===== config.mk =====
export PLATFORM = sky130hd
export DESIGN_NAME = cop_wr_queue
export DESIGN_NICKNAME = d
export VERILOG_FILES = /design/src/rtl/cop_wr_queue_pkg.sv /design/src/rtl/cop_wr_fifo.sv /design/src/rtl/cop_wr_queue.sv
export SDC_FILE = /design/constraint.sdc
export NUM_CORES = 1
export LEC_CHECK = 0
export CAP_MARGIN = 40
export CORE_AREA = 5 5 298 300
export DETAILED_ROUTE_END_ITERATION = 6
export DIE_AREA = 0 0 303 305
export GPL_TIMING_DRIVEN = 0
export MAX_ROUTING_LAYER = met4
export PLACE_DENSITY = 0.76
export SYNTH_ARGS = -nofsm -noshare
export SYNTH_HDL_FRONTEND = slang
export SYNTH_HIERARCHICAL = 1
export SYNTH_SLANG_ARGS = --single-unit
export TNS_END_PERCENT = 100

===== constraint.sdc =====
create_clock -name clk_i -period 6.3 [get_ports clk_i]
set_clock_uncertainty 0.1 [all_clocks]
set_input_delay 1.26 -clock clk_i [delete_from_list [all_inputs] [get_ports clk_i]]
set_output_delay 1.26 -clock clk_i [all_outputs]
set_load 0.005 [all_outputs]

===== src/rtl/cop_wr_queue_pkg.sv =====
// Shared types for the copper posted-write queue: entry layout and master states.
// No logic; imported by the queue top and its FIFO.
package cop_wr_queue_pkg;

    localparam int ENTRY_W = 68;

    typedef struct packed {
        logic [3:0]  sel;
        logic [31:0] adr;
        logic [31:0] dat;
    } cop_wr_entry_t;

    typedef enum logic {
        M_IDLE  = 1'b0,
        M_WRITE = 1'b1
    } m_state_t;

endpackage


===== src/rtl/cop_wr_fifo.sv =====
// Synchronous FIFO in distributed RAM; head data is read combinationally.
// Latency: a push is visible at the head one cycle later.
// Backpressure: pushes while full and pops while empty are ignored.
module cop_wr_fifo #(
    parameter int DEPTH = 16,
    parameter int W     = 68
) (
    input  logic                   clk_i,
    input  logic                   rst_i,
    input  logic                   push_i,
    input  logic [W-1:0]           push_dat_i,
    input  logic                   pop_i,
    output logic [W-1:0]           head_dat_o,
    output logic                   full_o,
    output logic                   empty_o,
    output logic [$clog2(DEPTH):0] count_o
);
    localparam int AW = $clog2(DEPTH);
    localparam int CW = AW + 1;

    logic [W-1:0]  r_mem [DEPTH];
    logic [AW-1:0] r_wr_ptr;
    logic [AW-1:0] r_rd_ptr;
    logic [CW-1:0] r_count;
    logic          w_push;
    logic          w_pop;

    assign full_o     = (r_count == CW'(DEPTH));
    assign empty_o    = (r_count == '0);
    assign count_o    = r_count;
    assign head_dat_o = r_mem[r_rd_ptr];
    assign w_push     = push_i & ~full_o;
    assign w_pop      = pop_i & ~empty_o;

    // Storage has no reset so it maps onto LUT RAM.
    always_ff @(posedge clk_i) begin
        if (w_push)
            r_mem[r_wr_ptr] <= push_dat_i;
    end

    always_ff @(posedge clk_i or negedge rst_i) begin
        if (!rst_i) begin
            r_wr_ptr <= '0;
            r_rd_ptr <= '0;
            r_count  <= '0;
        end else begin
            if (w_push)
                r_wr_ptr <= r_wr_ptr + 1'b1;
            if (w_pop)
                r_rd_ptr <= r_rd_ptr + 1'b1;
            case ({w_push, w_pop})
                2'b10:   r_count <= r_count + 1'b1;
                2'b01:   r_count <= r_count - 1'b1;
                default: r_count <= r_count;
            endcase
        end
    end

endmodule


===== src/rtl/cop_wr_queue.sv =====
// Posted-write queue: copper register writes are acked at once and replayed as bus writes.
// Latency: write accepted at edge N drives mcyc_o at edge N+1 when the queue is idle.
// Backpressure: sack_o is withheld while full; a silent target is retired after TIMEOUT cycles.
module cop_wr_queue #(
    parameter int DEPTH   = 16,
    parameter int TIMEOUT = 255
) (
    input  logic                   clk_i,
    input  logic                   rst_i,
    input  logic                   scyc_i,
    input  logic                   sstb_i,
    input  logic                   swe_i,
    input  logic [3:0]             ssel_i,
    input  logic [31:0]            sadr_i,
    input  logic [31:0]            sdat_i,
    output logic                   sack_o,
    output logic [31:0]            sdat_o,
    output logic                   mcyc_o,
    output logic                   mstb_o,
    output logic                   mwe_o,
    output logic [3:0]             msel_o,
    output logic [31:0]            madr_o,
    output logic [31:0]            mdat_o,
    input  logic                   mack_i,
    output logic                   que_empty_o,
    output logic [$clog2(DEPTH):0] count_o,
    output logic                   err_o,
    input  logic                   err_clr_i
);
    import cop_wr_queue_pkg::*;

    localparam int CW = $clog2(DEPTH) + 1;

    m_state_t      r_state;
    m_state_t      w_state_nxt;
    cop_wr_entry_t w_push_ent;
    cop_wr_entry_t w_head;
    logic [CW-1:0] w_count;
    logic          w_full;
    logic          w_empty;
    logic          w_wr_acc;
    logic          w_rd_acc;
    logic          w_load;
    logic          w_done;
    logic          w_tmo;
    logic [15:0]   r_tcnt;
    logic          r_sack;
    logic          r_mbus;
    logic [3:0]    r_msel;
    logic [31:0]   r_madr;
    logic [31:0]   r_mdat;
    logic          r_err;
    logic          r_que_empty;

    // Gating on r_sack keeps a strobe held across the ack cycle from being taken twice.
    assign w_wr_acc   = scyc_i & sstb_i & swe_i & ~w_full & ~r_sack;
    assign w_rd_acc   = scyc_i & sstb_i & ~swe_i & ~r_sack;
    assign w_push_ent = {ssel_i, sadr_i, sdat_i};

    cop_wr_fifo #(
        .DEPTH (DEPTH),
        .W     (ENTRY_W)
    ) u_fifo (
        .clk_i      (clk_i),
        .rst_i      (rst_i),
        .push_i     (w_wr_acc),
        .push_dat_i (w_push_ent),
        .pop_i      (w_done),
        .head_dat_o (w_head),
        .full_o     (w_full),
        .empty_o    (w_empty),
        .count_o    (w_count)
    );

    always_ff @(posedge clk_i or negedge rst_i) begin
        if (!rst_i)
            r_state <= M_IDLE;
        else
            r_state <= w_state_nxt;
    end

    always_comb begin
        w_state_nxt = r_state;
        w_load      = 1'b0;
        w_done      = 1'b0;
        w_tmo       = 1'b0;
        case (r_state)
            M_IDLE: begin
                if (!w_empty) begin
                    w_load      = 1'b1;
                    w_state_nxt = M_WRITE;
                end
            end
            M_WRITE: begin
                if (mack_i) begin
                    w_done      = 1'b1;
                    w_state_nxt = M_IDLE;
                end else if (r_tcnt == 16'(TIMEOUT - 1)) begin
                    w_done      = 1'b1;
                    w_tmo       = 1'b1;
                    w_state_nxt = M_IDLE;
                end
            end
            default: w_state_nxt = M_IDLE;
        endcase
    end

    // The head entry stays in the FIFO while on the bus; it is popped on ack or timeout.
    always_ff @(posedge clk_i or negedge rst_i) begin
        if (!rst_i) begin
            r_tcnt <= '0;
            r_mbus <= 1'b0;
            r_msel <= '0;
            r_madr <= '0;
            r_mdat <= '0;
        end else if (w_load) begin
            r_tcnt <= '0;
            r_mbus <= 1'b1;
            r_msel <= w_head.sel;
            r_madr <= w_head.adr;
            r_mdat <= w_head.dat;
        end else if (w_done) begin
            r_mbus <= 1'b0;
            r_msel <= '0;
        end else if (r_state == M_WRITE) begin
            r_tcnt <= r_tcnt + 16'd1;
        end
    end

    always_ff @(posedge clk_i or negedge rst_i) begin
        if (!rst_i) begin
            r_sack      <= 1'b0;
            r_err       <= 1'b0;
            r_que_empty <= 1'b1;
        end else begin
            r_sack      <= w_wr_acc | w_rd_acc;
            r_que_empty <= (w_count == '0) && (r_state == M_IDLE);
            if (w_tmo || w_rd_acc)
                r_err <= 1'b1;
            else if (err_clr_i)
                r_err <= 1'b0;
        end
    end

    assign sack_o      = r_sack;
    assign sdat_o      = 32'h0;
    assign mcyc_o      = r_mbus;
    assign mstb_o      = r_mbus;
    assign mwe_o       = r_mbus;
    assign msel_o      = r_msel;
    assign madr_o      = r_madr;
    assign mdat_o      = r_mdat;
    assign que_empty_o = r_que_empty;
    assign count_o     = w_count;
    assign err_o       = r_err;

endmodule

After elaboration in Yosys (flattened, before gate mapping)
Memory sizes are Yosys's and may differ from the RTL's.
Cells that the tools add are included.
- bitwise operators: 14
- equal/unequal tests: 5
- mux-type cells: 22
- reductions and logical operators: 8
- add/subtract/negate cells: 5
- operator list (cell ; count):
    16-bit two-way mux ; 3
    16-bit by 1-bit adder with 16-bit output, second input constant ; 1
    16-bit by 8-bit == test with 1-bit output, second input constant ; 1
    1-bit two-way mux ; 15
    5-bit case mux with 2 select lines ; 1
    4-bit by 1-bit adder with 4-bit output, second input constant ; 2
    1-bit AND ; 8
    4-bit two-way mux ; 2
    2-bit nonzero test ; 4
    5-bit by 1-bit adder with 5-bit output, second input constant ; 1
    5-bit == test, second input constant ; 1
    5-bit zero test ; 1
    1-bit NOT ; 5
    5-bit by 1-bit subtractor with 5-bit output, second input constant ; 1
    2-bit by 1-bit == test with 1-bit output, second input constant ; 1
    2-bit == test, second input constant ; 1
    2-bit inequality test, second input constant ; 1
    1-bit case mux with 2 select lines ; 1
    2-bit AND reduction ; 1
    1-bit logical AND ; 1
    1-bit logical OR ; 1
    1-bit OR ; 1
- bits of input ports: 75
- register bits: 102
- RAM bits: 1088
- logic and storage cells: 67
- output and inout bits: 111
- memories: 1
- memory list (memory ; words ; bits a word ; read ports ; clocked after memory_dff ; write ports ; line ; source):
    u_fifo.r_mem ; 16 ; 68 ; 1 ; 0 ; 1 ; cop_wr_fifo.sv:21 ; logic [W-1:0] r_mem [DEPTH];

Longest topological paths before layout
Gate-level depths: netlist of run 1.
- depth in word-level cells: 7
- mapped depth: 16
- gate-level depth less buffers: 15

Cells and area by module
The synthesis of run 1 kept the hierarchy.
- modules (own cells, without submodules) (module ; area an instance (um2) ; seq. area each (um2) ; cells each ; times used):
    cop_wr_fifo ; 42738.5 ; 32996.6 ; 2113 ; 1
    cop_wr_queue ; 3997.6 ; 2228.4 ; 443 ; 1

Worst setup path after synthesis of run 1
No wires, ideal clock.
- kind: in2reg
- from: input port scyc_i
- to: memory u_fifo.r_mem[3][0] (enable)
- setup slack: -0.950 ns
- buffers on the path: 1
- library setup time: 0.578 ns
- data required time: 5.622 ns
- cell stages on the path: 6
- arrival: 6.573 ns
- path through: nand3b_1 -> nor3b_1 -> and2_1 -> buf_2 -> nand2_1 -> nor3_1
- cells in the longest elaborated chain, start to end: 7
- RTL lines (item ; line ; source):
    start: declaration ; cop_wr_queue.sv:10 ; input logic scyc_i,
    1-bit AND (4 in series) ; cop_wr_queue.sv:56 ; assign w_wr_acc = scyc_i & sstb_i & swe_i & ~w_full & ~r_sack;
    net w_wr_acc ; cop_wr_queue.sv:41 ; logic w_wr_acc;
    1-bit AND ; cop_wr_fifo.sv:32 ; assign w_push = push_i & ~full_o;
    1-bit two-way mux ; cop_wr_fifo.sv:37 ; if (w_push)
    1-bit two-way mux (not written as such) ; cop_wr_fifo.sv:38 ; r_mem[r_wr_ptr] <= push_dat_i;
    end: declaration ; cop_wr_fifo.sv:21 ;
The timed path passes the listed nets, and every way through them passes these cells.

Worst setup path after layout of run 1
- from: register r_tcnt[0]
- to: register u_fifo.r_count[4] (netlist: u_fifo/count_o[4])
- cells in the longest elaborated chain, start to end: 7
- elaborated cells between the ends (all ways): 9
- classes of those cells: 3 x eq/ne; 4 x mux; 1 x bitwise; 1 x reduce/logical
- RTL lines (item ; line ; source):
    start: declaration ; cop_wr_queue.sv:46 ; logic [15:0] r_tcnt;
    start signal: assignment ; cop_wr_queue.sv:126 ; r_tcnt <= r_tcnt + 16'd1;
    16-bit by 8-bit == test with 1-bit output (*) ; cop_wr_queue.sv:98 ; end else if (r_tcnt == 16'(TIMEOUT - 1)) begin
    1-bit two-way mux (*) ; cop_wr_queue.sv:98 ;
    1-bit two-way mux (*) ; cop_wr_queue.sv:95 ; if (mack_i) begin
    1-bit two-way mux (*) ; cop_wr_queue.sv:87 ; case (r_state)
    net w_done ; cop_wr_queue.sv:44 ; logic w_done;
    1-bit AND (*) ; cop_wr_fifo.sv:33 ; assign w_pop = pop_i & ~empty_o;
    net u_fifo.w_pop ; cop_wr_fifo.sv:26 ; logic w_pop;
    2-bit by 1-bit == test with 1-bit output or 2-bit == test (tied branches) ; cop_wr_fifo.sv:51 ; case ({w_push, w_pop})
    5-bit case mux with 2 select lines or 2-bit nonzero test (tied branches) ; - ;
    end signal: assignment ; cop_wr_fifo.sv:52 ; 2'b10: r_count <= r_count + 1'b1;
    end signal: assignment ; cop_wr_fifo.sv:53 ; 2'b01: r_count <= r_count - 1'b1;
    end signal: assignment ; cop_wr_fifo.sv:54 ; default: r_count <= r_count;
    end: declaration ; cop_wr_fifo.sv:24 ; logic [CW-1:0] r_count;
The timed path passes the listed nets; every way through them passes the cells marked *.
A chain may end at the register's enable or synchronous reset.

==> flow_metrics.py, run 1 <==
metrics = {
    "grt": {
        "grt_first_pass_wirelength_um": 168000,
        "grt_overflow": 0,
        "antenna_found_initial": 7,
        "grt_use_total": 0.252,
        "busiest_layer": "met2",
        "grt_start_max_net_pins": 57,
        "grt_use_met3": 0.0405,
        "grt_util_met2": 0.406,
        "grt_pass1_vias": 26300,
        "grtUsageMet1": 0.340,
    },
    "setup_path": {
        "worstSetupStartpoint": "r_tcnt[0]$_DFFE_PN0P_",
        "cp_num_cells": 16,
        "cp_top_family": "simple AND/OR/NAND/NOR gates",
        "worst_path_largest_cell_delay_ns": 0.46,
        "end_kind": "flop",
        "worst-setup-path-type": "reg2reg",
        "worstReg2RegStart": "r_tcnt[0]$_DFFE_PN0P_",
        "crit_buf_inv": 3,
        "start_kind": "flop",
        "crit_chain": "inv_1 -> ha_1 -> nor4b_1 -> nand4_1 -> nand2b_1 -> and2_1 -> nor2b_1 -> clkbuf_1 -> ha_1 -> inv_1 -> fa_1 -> nor2b_1 -> o21ai_0 -> nand3_1 -> or3b_2 -> xnor2_1",
        "worstRegToRegCells": 16,
        "arrival_ns": 4.79,
        "slowest_stage": "or3b_2",
        "cp_max_fo": 6,
        "critPathRequiredTime_ns": 6.76,
    },
    "route": {
        "wire_per_inst_um": 27.2,
        "dr.pass1.iters": 5,
        "route.detailed.drc": 0,
        "first_iter_violations": 2645,
        "vias": 25600,
        "antenna_left": 0,
        "viasPerCell": 6.11,
        "wirelength_um": 114000,
    },
    "power_and_ir_drop": {
        "peakVddDrop_mv": 0.262,
        "power_density_nw_per_um2": 430,
        "power.total_w": 0.0237,
        "power.leakage_nw": 19.0,
    },
    "clock_tree": {
        "cts-buffers-inserted": 114,
        "cts_setup_buffers": 0,
        "cts.sinks": 1190,
        "cts_tree": "built",
        "cts_hold_buf": 0,
        "clk_latency_ns": 0.69,
        "post_cts_resized": 0,
        "clk_path_buf_depth": 3,
        "ctsHtreeMaxLevel": 3,
        "cts-root-buf": "clkbuf_16",
        "path_clk_slew_ns": 0.06,
    },
    "cells_and_area": {
        "fin_nets": 3017,
        "final_area_sq_um": 55000,
        "drive_above_1_share": 0.197,
        "regArea_sq_um": 35200,
        "postLayoutCoreUtil": 0.640,
        "multi_input_area_sq_um": 10600,
        "area_growth_syn_to_layout_pct": 17.7,
        "n_fill_cell": 5690,
    },
    "synth": {
        "synthTopCellsByArea": "edfxtp_1 (70%), mux4_2 (6.6%), dfrtp_1 (5.4%)",
        "synth_area_sq_um": 46700,
        "synth_warnings": 6,
        "synth.distinct_cells": 55,
        "synth_edf_count": 1088,
        "syn_avg_cell_area_sq_um": 18.3,
        "ys_ff_latch": 1190,
        "synthFlopType": "edfxtp_1",
        "netlist.area_leader.share": 0.699,
        "async_flop_share": 0.0857,
        "seq_area_frac_synth": 0.754,
        "synth_cells": 2556,
        "yosysTopAreaCell": "edfxtp_1",
    },
    "die": {
        "io_pins": 186,
        "die_area_sq_um": 92400,
        "num_rows": 108,
        "die_h_um": 305,
        "core_area_sq_um": 85900,
        "chipWidth_um": 303,
        "start_util": 0.544,
    },
    "placed_design": {
        "globalplace.congestion": 0.785,
        "dpl.hpwl_um": 74200,
        "dpl-instance-area_sq_um": 51300,
        "port-buffer-count": 153,
    },
    "timing": {
        "period_minus_slack_ns": 4.33,
        "setup_viol": 0,
        "max_clock_freq_mhz": 231,
        "max_slew_margin": 0.358,
        "final-max-slew-violation-count": 0,
        "worstMarginPinSlew_ns": 0.963,
        "rsz0062_at_grt": "no",
        "finalHoldViolCount": 0,
        "final.period_utilization": 0.688,
    },
    "worst_hold_path": {
        "hp-start": "mdat_o[14]$_DFFE_PN0P_",
        "hold_path_class": "reg2reg",
        "whs_path_depth": 2,
    },
    "run_status": {
        "outcome": "complete, no violations",
    },
    "job": {
        "cap_violations": 0,
    },
}
[Yosys cell counts, types with 4 or more instances]
| master | count |
|---|---|
| mux2_2 | 68 |
| buf_8 | 4 |
| nand2_1 | 282 |
| nand2b_1 | 6 |
| a221oi_1 | 37 |
| nand4_1 | 10 |
| nor2b_1 | 5 |
| a22oi_1 | 68 |
| xnor2_1 | 7 |
| nor2_1 | 13 |
| or4_1 | 5 |
| nor4b_1 | 4 |
| mux2i_1 | 214 |
| and2_1 | 4 |
| buf_4 | 46 |
| inv_1 | 11 |
| edfxtp_1 | 1088 |
| o22ai_1 | 4 |
| o21ai_0 | 148 |
| a21oi_1 | 77 |
| mux4_2 | 136 |
| ha_1 | 11 |
| buf_2 | 24 |
| buf_6 | 32 |
| nor3_1 | 6 |
| o31ai_1 | 5 |
| nand3_1 | 6 |
| clkbuf_1 | 67 |
| a221oi_2 | 31 |
| dfrtp_1 | 101 |
[metal layers]
metal	routed length [um]	vias up	share of wire
met2	56900	1285	0.50
li1	-	10900	-
met1	44200	13200	0.39
met3	9870	200	0.087
met4	2990	0	0.026
met5	0	-	0
[area by class of cell]
| cell class | instances | share of cell area |
|---|---|---|
| flip-flops and latches | 1190 | 0.640 |
| multi-input cells | 1211 | 0.192 |
| clock buffers | 157 | 0.0559 |
| repair buffers | 227 | 0.0534 |
| well taps | 1155 | 0.0263 |
| plain buffers | 175 | 0.0208 |
| clock inverters | 55 | 0.0101 |
| inverters | 11 | 0.000751 |
| diodes | 6 | 0.000273 |
[layout by cell type (no fill, tap or decap), types with 7 or more instances in the layout]
cell,count
edfxtp_1,1088
nand2_1,282
mux2i_1,214
clkdlybuf4s50_1,152
o21ai_0,148
mux4_2,136
clkbuf_16,115
clkbuf_1,105
dfrtp_1,101
a21oi_1,77
mux2_2,68
a22oi_1,68
buf_4,46
buf_6,41
a221oi_1,37
conb_1,32
a221oi_2,31
buf_8,28
buf_12,27
buf_2,24
clkinv_2,18
clkinv_1,15
buf_16,15
nor2_4,12
inv_1,11
ha_1,11
nand4_1,10
bufinv_16,9
xnor2_1,7
[power by group]
part	internal, W	switching [W]	total, W
clock	0.00379	0.00287	0.00666
combinational	0.00319	0.00451	0.00770
sequential	0.00906	0.000254	0.00932
total	0.0160	0.00763	0.0237
[worst min-delay path: stages (launching register included)]
cell	delay, ns
dfrtp_1	0.34
nand2_1	0.05
nand2_1	0.05
[stage by stage]
stage / hold slack (ns) / setup slack (ns) / setup TNS, ns / std cells
detailed placement: 0.364 / 1.57 / 0 / 3965
floorplan: 0.355 / 0.874 / 0 / 2587
global placement: 0.362 / -2.98 / -2930.73 / 3895
finish: 0.374 / 1.97 / 0 / 4187
CTS: 0.378 / 2.02 / 0 / 4177
global route: 0.399 / 1.72 / 0 / 4186
[flip-flops by register name, indices dropped and copies added (netlist names), 4 cells and up]
| name | flops |
|---|---|
| u_fifo/r_mem | 1088 |
| madr_o | 32 |
| mdat_o | 32 |
| r_tcnt | 16 |
| u_fifo/count_o | 5 |
| msel_o | 4 |
| u_fifo/r_rd_ptr | 4 |
| u_fifo/r_wr_ptr | 4 |
[cell families (layout without fill, tap and decap cells)]
| logic type | after synthesis | in the layout | share of synthesized area |
|---|---|---|---|
| compound gates | 378 | 378 | 0.0546 |
| xor+xnor | 10 | 10 | 0.00187 |
| fa+ha+maj | 12 | 12 | 0.00337 |
| buf+inv | 186 | 625 | 0.0254 |
| flops | 1190 | 1190 | 0.754 |
| mux | 419 | 419 | 0.128 |
| other cells | 1 | 38 | 0.0000802 |
| simple gates | 360 | 360 | 0.0330 |
[path summary, 6_finish.rpt]
kind / endpoint / slack [ns]
max: u_fifo/count_o[4]$_DFFE_PN0P_ / 1.97
max reg2reg: u_fifo/count_o[4]$_DFFE_PN0P_ / 1.97
min reg2reg: mdat_o[14]$_DFFE_PN0P_ / 0.37
min in group asynchronous: u_fifo/count_o[1]$_DFFE_PN0P_ / 0.48
min: mdat_o[14]$_DFFE_PN0P_ / 0.37
max in group asynchronous: madr_o[7]$_DFFE_PN0P_ / 4.89
(Power assumes the default switching activity.)
==> run 2: changes to the inputs <==
==> constraint.sdc (replaced) <==
create_clock -name clk_i -period 3.55 [get_ports clk_i]
set_clock_uncertainty 0.1 [all_clocks]
set_input_delay 0.71 -clock clk_i [delete_from_list [all_inputs] [get_ports clk_i]]
set_output_delay 0.71 -clock clk_i [all_outputs]
set_load 0.005 [all_outputs]
==> run 2 against run 1 <==
  * Clock-buffer cell count fell by 9
  * Combinational power is 77% higher
  * Register-to-register slack got worse by 1.8 ns
  * Power grew 80%
  * Core utilization increased by 0.41 points
  * Cell area rose by 0.65%
  * Fmax grew 27%
  * Non-clock buffer count rose by 1
  * First-iteration DRC count is 7.7% lower
  * Via count fell by 0.80%
  * Final cell count rose by 0.26%
  * Clock power up 86%
  * Largest cell class unchanged
==> flow_metrics.py, run 2 (synthesis gave the netlist of run 1 again) <==
metrics = {
    "run_status": {
        "outcome": "complete, no violations",
    },
    "placed_design": {
        "port-buffer-count": 153,
        "dpl.hpwl_um": 72900,
        "dp.cells": 3964,
        "globalplace.congestion": 0.824,
        "dpl-instance-area_sq_um": 51300,
    },
    "grt": {
        "grt_overflow": 0,
        "grt_start_max_net_pins": 59,
        "grt_use_total": 0.247,
        "grt_first_pass_wirelength_um": 166000,
        "antenna_found_initial": 10,
        "grt_pass1_vias": 26200,
    },
    "route": {
        "vias": 25400,
        "wirelength_um": 111000,
        "dr.pass1.iters": 7,
        "first_iter_violations": 2442,
        "wire_per_inst_um": 26.5,
        "antenna_left": 0,
        "route.detailed.drc": 0,
        "viasPerCell": 6.04,
    },
    "power_and_ir_drop": {
        "power.leakage_nw": 19.1,
        "power_density_nw_per_um2": 769,
        "peakVddDrop_mv": 0.568,
    },
    "clock_tree": {
        "ctsHtreeMaxLevel": 3,
        "cts-buffers-inserted": 116,
        "clk_path_buf_depth": 3,
        "cts_tree": "built",
        "path_clk_slew_ns": 0.06,
        "cts.sinks": 1190,
        "cts-root-buf": "clkbuf_16",
        "clk_latency_ns": 0.69,
    },
    "die": {
        "core_area_sq_um": 85900,
        "num_rows": 108,
        "io_pins": 186,
        "die_h_um": 305,
        "chipWidth_um": 303,
        "start_util": 0.544,
        "die_area_sq_um": 92400,
    },
    "timing": {
        "setup_viol": 0,
        "period_minus_slack_ns": 3.41,
        "final.period_utilization": 0.959,
        "final-max-slew-violation-count": 0,
        "worstMarginPinSlew_ns": 0.937,
        "rsz0062_at_grt": "no",
        "finalHoldViolCount": 0,
        "max_clock_freq_mhz": 294,
        "max_slew_margin": 0.375,
    },
    "cells_and_area": {
        "fin_cells": 4198,
        "area_growth_syn_to_layout_pct": 18.5,
        "fin_nets": 3020,
        "final_area_sq_um": 55400,
        "layout_commonest_cell": "edfxtp_1",
        "largest_reg_flops": 1088,
        "postLayoutCoreUtil": 0.644,
        "drive_above_1_share": 0.204,
        "top_register": "u_fifo/r_mem",
        "final_cell_mix": "edfxtp_1 (1088), nand2_1 (281), mux2i_1 (214)",
    },
    "setup_path": {
        "critPathRequiredTime_ns": 4.02,
        "cp_max_fo": 6,
        "arrival_ns": 3.87,
        "end_kind": "flop",
        "start_kind": "flop",
        "worst-setup-path-type": "reg2reg",
    },
    "worst_hold_path": {
        "hold_path_class": "reg2reg",
    },
    "job": {
        "cap_violations": 0,
    },
}
-- run 2: cell types whose count changed in the layout (fill, tap and decap cells not counted), moves of 3 or more --
cell / before / now
buf_12: 27 / 24
buf_4: 46 / 51
bufinv_16: 9 / 14
clkbuf_1: 105 / 94
clkinv_1: 15 / 19
clkinv_16: 0 / 3
clkinv_4: 0 / 4
-- run 2: what timing repair did --
| action | CTS | global route |
|---|---|---|
| setup endpoints to repair | 4 | 1 |
| pin swaps | 1 | 1 |
| hold buffers | 1 | 0 |
| endpoints found under the hold margin | 44 | 0 |
| setup buffers | 3 | 1 |
| resized for setup | 9 | 7 |
| cloned | 0 | 0 |
-- run 2: layout make-up --
class                           count  area (sq um)
Antenna cell                        8          20.0
Buffer                            175          1160
Clock buffer                      148          3070
Clock inverter                     72           847
Fill cell                        5695         30600
Inverter                           11          41.3
Multi-Input combinational cell   1211         10600
Sequential cell                  1190         35200
Tap cell                         1155          1450
Timing Repair Buffer              228          2920
-- run 2: worst paths after layout --
kind,cells past startpoint,startpoint,endpoint,slack [ns]
setup / recovery,17,r_tcnt[0]$_DFFE_PN0P_,u_fifo/count_o[4]$_DFFE_PN0P_,0.14
hold / removal,2,madr_o[5]$_DFFE_PN0P_,madr_o[5]$_DFFE_PN0P_,0.37
setup reg to reg,17,r_tcnt[0]$_DFFE_PN0P_,u_fifo/count_o[4]$_DFFE_PN0P_,0.14
hold reg to reg,2,madr_o[5]$_DFFE_PN0P_,madr_o[5]$_DFFE_PN0P_,0.37
max in group asynchronous,3,rst_i,madr_o[7]$_DFFE_PN0P_,2.12
min in group asynchronous,2,rst_i,mdat_o[4]$_DFFE_PN0P_,0.47
-- run 2: critical path, cell delays in order (launching register included) --
cell      delay (ns)
dfrtp_1         0.40
inv_2           0.08
ha_1            0.15
nor4b_4         0.22
nand4_1         0.13
buf_4           0.18
nand2b_4        0.10
and2_1          0.14
nor2b_4         0.15
buf_8           0.10
ha_4            0.14
inv_1           0.09
fa_2            0.36
nor2b_1         0.13
o21ai_1         0.10
nand3_1         0.11
or3b_2          0.46
xnor2_1         0.14
-- run 2: power by group --
part | total [W] | switching, W | internal (W) | leakage, nW
clock | 0.0124 | 0.00524 | 0.00720 | 1.89
sequential | 0.0165 | 0.000438 | 0.0161 | 11.0
combinational | 0.0136 | 0.00795 | 0.00568 | 6.19
total | 0.0426 | 0.0136 | 0.0290 | 19.1
-- run 2: per-stage QoR --
step	setup TNS, ns	setup slack (ns)	hold WS, ns	power (W)
CTS	0	0.0157	0.381	0.0428
global route	0	0.0102	0.409	0.0444
floorplan	-120.26	-0.197	0.314	0.0252
finish	0	0.144	0.374	0.0426
global placement	-2752.71	-3.18	0.365	0.0296
detailed placement	-43.32	-0.809	0.363	0.0302
-- run 2: per-layer routing --
metal | share of wire | GRT usage
met1 | 0.38 | 0.323
met2 | 0.50 | 0.401
met3 | 0.084 | 0.0448
met4 | 0.030 | 0.0781
met5 | 0 | -
==> run 3: changes to the inputs <==
--- a/config.mk
+++ b/config.mk
@@ -6,12 +6,15 @@
 export NUM_CORES = 1
 export LEC_CHECK = 0
 export CAP_MARGIN = 40
-export CORE_AREA = 5 5 298 300
+export CELL_PAD_IN_SITES_DETAIL_PLACEMENT = 1
+export CELL_PAD_IN_SITES_GLOBAL_PLACEMENT = 2
+export CORE_AREA = 5 5 340 342
+export CTS_CLUSTER_DIAMETER = 50
 export DETAILED_ROUTE_END_ITERATION = 6
-export DIE_AREA = 0 0 303 305
+export DIE_AREA = 0 0 345 347
 export GPL_TIMING_DRIVEN = 0
 export MAX_ROUTING_LAYER = met4
-export PLACE_DENSITY = 0.76
+export PLACE_DENSITY_LB_ADDON = 0.08
 export SYNTH_ARGS = -nofsm -noshare
 export SYNTH_HDL_FRONTEND = slang
 export SYNTH_HIERARCHICAL = 1
==> run 3 against run 2 <==
  * Worst setup slack better by 0.058 ns
  * Final cell count up 9.6%
  * Cell area up 2.7%
  * Clock-buffer cell count up 52
  * Critical endpoint unchanged
  * Die area up 30%
  * Global-route usage down 3.1 points
  * Fmax up 1.7%
  * Core utilization down 14 points
  * Critical path type unchanged
  * Clock power up 19%
==> flow_metrics.py, run 3 (synthesis gave the netlist of run 1 again) <==
metrics = {
    "timing": {
        "setup_ws_ns": 0.202,
        "worstMarginPinSlew_ns": 0.953,
        "period_minus_slack_ns": 3.35,
        "rsz0062_at_grt": "no",
        "final.period_utilization": 0.943,
        "max_slew_margin": 0.365,
        "setup_viol": 0,
        "max_clock_freq_mhz": 299,
        "hold_slack_ns": 0.375,
        "finalHoldViolCount": 0,
        "final-max-slew-violation-count": 0,
    },
    "cells_and_area": {
        "area_growth_syn_to_layout_pct": 21.7,
        "largest_reg_flops": 1088,
        "fin_nets": 3060,
        "final_cell_mix": "edfxtp_1 (1088), nand2_1 (281), mux2i_1 (214)",
        "n_fill_cell": 10300,
        "multi_input_area_sq_um": 10600,
        "fin_cells": 4601,
        "layout_commonest_cell": "edfxtp_1",
        "top_register": "u_fifo/r_mem",
        "drive_above_1_share": 0.217,
        "regArea_sq_um": 35200,
    },
    "run_status": {
        "outcome": "complete, no violations",
    },
    "clock_tree": {
        "cts.sinks": 1190,
        "cts-buffers-inserted": 145,
        "ctsHtreeMaxLevel": 4,
        "cts_tree": "built",
        "path_clk_slew_ns": 0.06,
        "cts-root-buf": "clkbuf_16",
        "clk_latency_ns": 0.73,
        "clk_path_buf_depth": 3,
    },
    "placed_design": {
        "port-buffer-count": 153,
        "dpl.hpwl_um": 84600,
        "globalplace.congestion": 0.761,
        "dp.cells": 4321,
        "pre_cts_ws_ns": -0.904,
    },
    "route": {
        "antenna_left": 0,
        "wl_met3_um": 5320,
        "wirelength_um": 127000,
        "highest_layer": "met4",
        "routedLengthMet1_um": 55700,
        "wire_per_inst_um": 27.5,
        "dr.pass1.iters": 7,
        "first_iter_violations": 1619,
        "vias": 25100,
        "dr_wl_met2_um": 63500,
        "viasPerCell": 5.45,
        "route.detailed.drc": 0,
    },
    "die": {
        "chipWidth_um": 345,
        "die_h_um": 347,
        "num_rows": 123,
        "start_util": 0.417,
        "die_area_sq_um": 120000,
        "core_area_sq_um": 112000,
        "io_pins": 186,
    },
    "setup_path": {
        "crit_chain": "inv_1 -> ha_1 -> nor4b_4 -> nand4_1 -> buf_4 -> nand2b_4 -> and2_1 -> nor2b_2 -> clkbuf_8 -> ha_4 -> inv_2 -> fa_2 -> nor2b_1 -> o21ai_1 -> nand3_1 -> or3b_2 -> xnor2_1",
        "cp_max_fo": 6,
        "worst-setup-path-type": "reg2reg",
        "critPathRequiredTime_ns": 4.06,
        "arrival_ns": 3.86,
        "end_kind": "flop",
        "start_kind": "flop",
        "worst_path_largest_cell_delay_ns": 0.46,
        "slowest_stage": "or3b_2",
    },
    "power_and_ir_drop": {
        "power.total_w": 0.0455,
        "power.leakage_nw": 19.7,
        "peakVddDrop_mv": 0.469,
        "power_density_nw_per_um2": 800,
    },
    "grt": {
        "grt_first_pass_wirelength_um": 185000,
        "antenna_found_initial": 11,
        "grt_start_max_net_pins": 67,
        "grt_use_total": 0.216,
        "grt_overflow": 0,
        "grt_pass1_vias": 27300,
    },
    "job": {
        "cap_violations": 0,
    },
    "worst_hold_path": {
        "hold_path_class": "reg2reg",
    },
}
-- run 3: repair_timing --
action / 4_1_cts / 5_1_grt
hold buffers: 1 / 0
endpoints found under the hold margin: 35 / 0
endpoints found under the setup margin: 4 / 21
buffers inserted: 4 / 0
pin swaps: 1 / 0
resized for setup: 10 / 12
-- run 3: critical path: cells and delay by family, from the launching register on --
kind | cells | cell delay (ns)
and+or+nand+nor | 8 | 1.41
adders and majority gates | 3 | 0.66
buffers and inverters | 4 | 0.47
DFF | 1 | 0.38
xor gates and xnor gates | 1 | 0.13
AOI/OAI and AO/OA | 1 | 0.09
-- run 3: final timing paths --
path | from | endpoint | slack, ns | depth (start not counted)
max | r_tcnt[0]$_DFFE_PN0P_ | u_fifo/count_o[4]$_DFFE_PN0P_ | 0.20 | 17
min reg2reg | madr_o[9]$_DFFE_PN0P_ | madr_o[9]$_DFFE_PN0P_ | 0.37 | 2
min | madr_o[9]$_DFFE_PN0P_ | madr_o[9]$_DFFE_PN0P_ | 0.37 | 2
max in group asynchronous | rst_i | madr_o[7]$_DFFE_PN0P_ | 2.13 | 3
min in group asynchronous | rst_i | madr_o[26]$_DFFE_PN0P_ | 0.38 | 2
max reg2reg | r_tcnt[0]$_DFFE_PN0P_ | u_fifo/count_o[4]$_DFFE_PN0P_ | 0.20 | 17
-- run 3: power breakdown --
part           leakage (nW)  total, W  switching, W  internal [W]
Combinational          6.25    0.0142       0.00839       0.00582
Sequential             11.0    0.0165      0.000429        0.0161
Clock                  2.35    0.0148       0.00567       0.00909
Total                  19.7    0.0455        0.0145        0.0310
-- run 3: final cells by class --
| class | count | area share |
|---|---|---|
| clock buffers | 200 | 0.0724 |
| multi-input cells | 1211 | 0.187 |
| plain buffers | 175 | 0.0204 |
| well taps | 1500 | 0.0330 |
| repair buffers | 239 | 0.0537 |
| inverters | 11 | 0.000726 |
| flip-flops and latches | 1190 | 0.620 |
| clock inverters | 68 | 0.0128 |
| diodes | 7 | 0.000308 |
-- run 3: stage by stage --
stage               utilization  cell area [sq um]  TNS [ns]
floorplan                     -              47000   -120.26
global placement          0.450              50400  -3258.61
detailed placement        0.463              51900     -8.36
CTS                       0.507              56800         0
global route              0.507              56900         0
finish                    0.508              56900         0
-- run 3: metal layers --
metal,up-vias,track usage
li1,11000,-
met1,13400,0.283
met2,527,0.357
met3,152,0.0380
met4,0,0.0469
met5,-,-
